===== config.mk =====
export PLATFORM = sky130hd
export DESIGN_NAME = iter_muldiv_unit
export DESIGN_NICKNAME = d
export VERILOG_FILES = /design/src/rtl/iter_muldiv_unit.sv
export SDC_FILE = /design/constraint.sdc
export NUM_CORES = 1
export LEC_CHECK = 0
export CORE_UTILIZATION = 40
export DETAILED_ROUTE_END_ITERATION = 10
export SLEW_MARGIN = 20
export SYNTH_ARGS = -nofsm -noshare
export SYNTH_HDL_FRONTEND = slang
export SYNTH_SLANG_ARGS = --single-unit

===== constraint.sdc =====
create_clock -name Clk -period 7.42 [get_ports Clk]
set_clock_uncertainty 0.05 [all_clocks]
set_input_delay 1.484 -clock Clk [delete_from_list [all_inputs] [get_ports Clk]]
set_output_delay 1.484 -clock Clk [all_outputs]
set_load 0.01 [all_outputs]

===== src/rtl/iter_muldiv_unit.sv =====
`timescale 1ns/1ps
// iter_muldiv_unit: radix-2 iterative MUL/UMULH/UDIV/SDIV with start/busy/done handshake
module iter_muldiv_unit #(
    parameter int WIDTH = 64
) (
    input  logic             Clk,
    input  logic             Reset_L,
    input  logic             Start,
    input  logic [1:0]       Op,
    input  logic [WIDTH-1:0] BusA,
    input  logic [WIDTH-1:0] BusB,
    input  logic [4:0]       Rd,
    output logic             Busy,
    output logic             Done,
    output logic [WIDTH-1:0] Result,
    output logic [4:0]       RdOut,
    output logic             DivByZero
);
    localparam int CntW = $clog2(WIDTH);
    typedef enum logic [1:0] {IDLE, CALC, DONE} stateT;
    stateT            state, stateNext;
    logic [CntW-1:0]  count;
    logic [1:0]       opReg;
    logic [4:0]       rdReg;
    logic             negQuot;
    logic [WIDTH-1:0] divisor, hi, lo, hiNext, loNext, divHi, magA, magB, finalResult;
    logic [WIDTH:0]   mulSum, shifted;
    logic             fits, divZero, isSdiv;
    assign isSdiv  = Op == 2'b11;
    assign divZero = Op[1] && BusB == '0;
    assign magA    = isSdiv && BusA[WIDTH-1] ? -BusA : BusA;
    assign magB    = isSdiv && BusB[WIDTH-1] ? -BusB : BusB;
    // hi:lo is the product register for multiply, remainder:quotient for divide
    assign mulSum      = {1'b0, hi} + (lo[0] ? {1'b0, divisor} : '0);
    assign shifted     = {hi, lo[WIDTH-1]};
    assign fits        = shifted >= {1'b0, divisor};
    assign divHi       = fits ? shifted[WIDTH-1:0] - divisor : shifted[WIDTH-1:0];
    assign hiNext      = opReg[1] ? divHi : mulSum[WIDTH:1];
    assign loNext      = opReg[1] ? {lo[WIDTH-2:0], fits} : {mulSum[0], lo[WIDTH-1:1]};
    assign finalResult = opReg == 2'b01 ? hiNext : (negQuot ? -loNext : loNext);
    assign Busy = state == CALC;
    assign Done = state == DONE;
    always_comb begin
        stateNext = IDLE;
        if (state == CALC)
            stateNext = count == '0 ? DONE : CALC;
        else if (Start)
            stateNext = divZero ? DONE : CALC;
    end
    always_ff @(posedge Clk or negedge Reset_L) begin
        if (!Reset_L) begin
            state     <= IDLE;
            count     <= '0;
            opReg     <= '0;
            rdReg     <= '0;
            negQuot   <= 1'b0;
            divisor   <= '0;
            hi        <= '0;
            lo        <= '0;
            Result    <= '0;
            RdOut     <= '0;
            DivByZero <= 1'b0;
        end else begin
            state <= stateNext;
            if (state == CALC) begin
                hi    <= hiNext;
                lo    <= loNext;
                count <= count - CntW'(1);
                if (count == '0) begin
                    Result    <= finalResult;
                    RdOut     <= rdReg;
                    DivByZero <= 1'b0;
                end
            end else if (Start) begin
                opReg   <= Op;
                rdReg   <= Rd;
                negQuot <= isSdiv && (BusA[WIDTH-1] ^ BusB[WIDTH-1]);
                divisor <= Op[1] ? magB : BusA;
                hi      <= '0;
                lo      <= Op[1] ? magA : BusB;
                count   <= CntW'(WIDTH - 1);
                if (divZero) begin
                    Result    <= '0;
                    RdOut     <= Rd;
                    DivByZero <= 1'b1;
                end
            end
        end
    end
endmodule


==> results by group <==
Yosys
  • Post-synth ARST share: 1.00
  • Synthesized instance count: between 3000 and 4000
  • Syn_nets: around 3700
  • Mean Syn Cell Area: 7.63 um2
  • Post-Syn Area: 26500 um2
  • Most used flip-flop cell after synthesis: dfrtp_1
  • Post-synth EDFFs: 0
  • Synth unique cells: between 70 and 80
  • Sequential share of the synthesized area: 0.262
  • Synthesized flop and latch total: between 200 and 300
  • Ys Warns: 0

Route
  • Wirelength per Cell: 23.6 um
  • Via count: 27100
  • Drt initial violations: 2794
  • Drc violations: 0
  • DR pass1 iterations: 6
  • DR vias/cell: 6.13
  • Antenna Nets Post-Route: 0
  • Wirelength, routed: 104000 um

Floorplan
  • Chip Width: approximately 260 um
  • # IOs: 210
  • Starting Density: 0.404
  • Row count: 94
  • Core area: 65600 um2
  • Die Area: approximately 67000 um2
  • Die Ht: 259 um

Clock tree
  • Post-CTS Setup Inserts: 0
  • CTS tree: built
  • Clk sinks: ~280
  • Post-cts repair resize count: 0
  • Clk Latency, worst-skew pair: ~570 ps
  • CTS HTree Levels: 2
  • Clk slew on worst S/H paths: 60 ps
  • CTS Root Buffer Type: clkbuf_16
  • # hold bufs at CTS: 0
  • CTS buffer count: 35
  • Clk buf depth: 3

Layout
  • Fin area: a little over 30000 um2
  • Non-Filler Instances: 4418
  • Core Util, Final: 0.462
  • Final layout net count: about 3800
  • Share of layout cells above drive strength 1: 0.0478
  • Commonest cells after routing, fill and taps aside: nand2_1, o21ai_0, a21oi_1
  • Layout fillers: approximately 6700
  • Area Growth Syn to Fin: 14.3%
  • Commonest non-fill, non-tap cell in the layout: nand2_1

Global route
  • Initial antenna violation count: 9
  • Met1 Use GR: 0.474
  • Routing usage on met2: 0.428
  • Largest net degree at the start of global routing: between 100 and 150
  • GRT overflow: 0
  • Total GRT Usage: 0.302
  • Met3 Usage GRT: 0.0473
  • Most Crowded Layer GR: met1
  • First-pass GRT wire length: approximately 160000 um
  • Vias in the first global route: between 20000 and 25000

Placed design
  • Cell total after placement: about 4400
  • Detailed placement HPWL: 81500 um
  • GP Congestion: 0.948
  • Placed Area: around 29000 um2
  • Port bufs: between 200 and 250

Worst setup path
  • Crit path launch: BusB[11]
  • Setup crit start kind: primary input
  • Critical R2R Capture: hi[23]
  • Reg-to-reg critical path startpoint: lo[0]
  • Worst Path Required: slightly below 8000 ps
  • Worst setup path class: primary input to flip-flop
  • Reg-to-reg slack, setup: 1830 ps
  • Worst EP arrival: between 6000 and 7000 ps
  • CP endpoint kind: flip-flop
  • Reg2reg path depth: 15
  • CP Max Fanout: 41

Pwr
  • PD cells: around 580 nW/um2
  • Maximum vdd drop: a little under 0.0002 V
  • Overall Power: ~18000 uW
  • Static Leak: about 0.012 uW

Job
  • Max cap viols: 0

Timing
  • Relative slew slack: 0.261
  • Final min period: roughly 5900 ps
  • Pins over their slew limit: 0
  • Setup TNS: 0 ps
  • Final Hold Vio Count: 0
  • Final setup vio count: 0
  • Unrepaired setup endpoints after global routing: no
  • Fin crit share: 0.793
  • Max Clk Rate: 170 MHz
  • Worst Tran Pin Value: around 1100 ps

Hold path
  • Worst Hold End: rdReg[4]
  • Hold Path Depth: 2
  • Min-delay src: rdReg[4]
  • HP Class: flip-flop to flip-flop

Run status
  • Status: finished, final reports clean
-- critical path: stages --
cell and delay, ps:
clkdlybuf4s50_1 500, or4_4 560, or4_4 450, or4_1 730
nor2_8 220, nand3_4 140, nor4_4 400, nand3b_2 200
nor4_4 420, nor2_4 240, buf_4 380, a222oi_1 360
o21ai_0 150
-- how the worst max path moves through the flow --
stage / to / slack [ps] / cells past startpoint
after CTS: Result[21] / 1510 / 13
after global placement: Result[21] / 1050 / 13
after floorplan: Result[48] / 2530 / 13
final: Result[21] / 1530 / 13
after detailed placement: Result[21] / 920 / 13
after global routing: Result[21] / 1200 / 13
-- routing by layer --
| layer | share of wire | wire [um] | up-vias |
|---|---|---|---|
| met3 | 0.084 | 8750 | 107 |
| li1 | - | - | 12900 |
| met4 | 0.018 | 1830 | 2 |
| met1 | 0.49 | 50800 | 13000 |
| met5 | 0.00011 | 11 | - |
| met2 | 0.41 | 42900 | 1146 |
-- sequential cells by signal, summed over array words and instances, names as in the netlist --
register   flops
Result        64
divisor       64
hi            64
lo            64
count          6
RdOut          5
rdReg          5
opReg          2
state          2
DivByZero      1
negQuot        1
-- cell families (layout without fill, tap and decap cells) --
logic type	Yosys count	in the layout	share of synthesized area
AOI/OAI and AO/OA	1239	1239	0.298
DFF	278	278	0.262
muxes	96	96	0.0374
other	0	1	0
and+or+nand+nor	1082	1082	0.194
adders and majority gates	134	134	0.0638
xor gates and xnor gates	277	277	0.0915
buffers and inverters	368	447	0.0530
-- through the flow --
| step | setup slack [ps] | hold WS (ps) |
|---|---|---|
| final | 1530 | 427 |
| after global routing | 1200 | 454 |
| after CTS | 1510 | 427 |
| after detailed placement | 917 | 412 |
| after global placement | 1050 | 407 |
| after floorplan | 2530 | 395 |
-- cells in the mapped netlist (33+ instances only) --
master	count	area [um2]
a211oi_1	72	541
a21o_1	68	510
a21oi_1	282	1410
a31oi_1	36	225
and2_1	75	469
clkbuf_1	195	732
dfrtp_1	278	6960
ha_1	132	1650
inv_1	132	495
mux2i_1	71	711
nand2_1	408	1530
nand3_1	76	380
nand4_1	38	238
nor2_1	231	867
nor3_1	78	390
o211ai_1	108	811
o21ai_0	351	1760
o21bai_1	33	248
o221ai_1	41	359
o31ai_1	46	345
xnor2_1	134	1170
xor2_1	143	1250
-- cell type report --
cell class,instances,area [um2],area share
multi-input combinational,2828,18200,0.600
sequential,278,6960,0.230
timing repair buffer,254,2440,0.0806
tap,864,1080,0.0357
clock buffer,45,985,0.0325
inverter,133,504,0.0166
clock inverter,15,151,0.00500
antenna,1,2.50,0.0000826
-- report_power, final --
group	switching (uW)	internal [uW]
Clock	740	1010
Sequential	916	2320
Combinational	7860	4820
(Power assumes the default switching activity.)
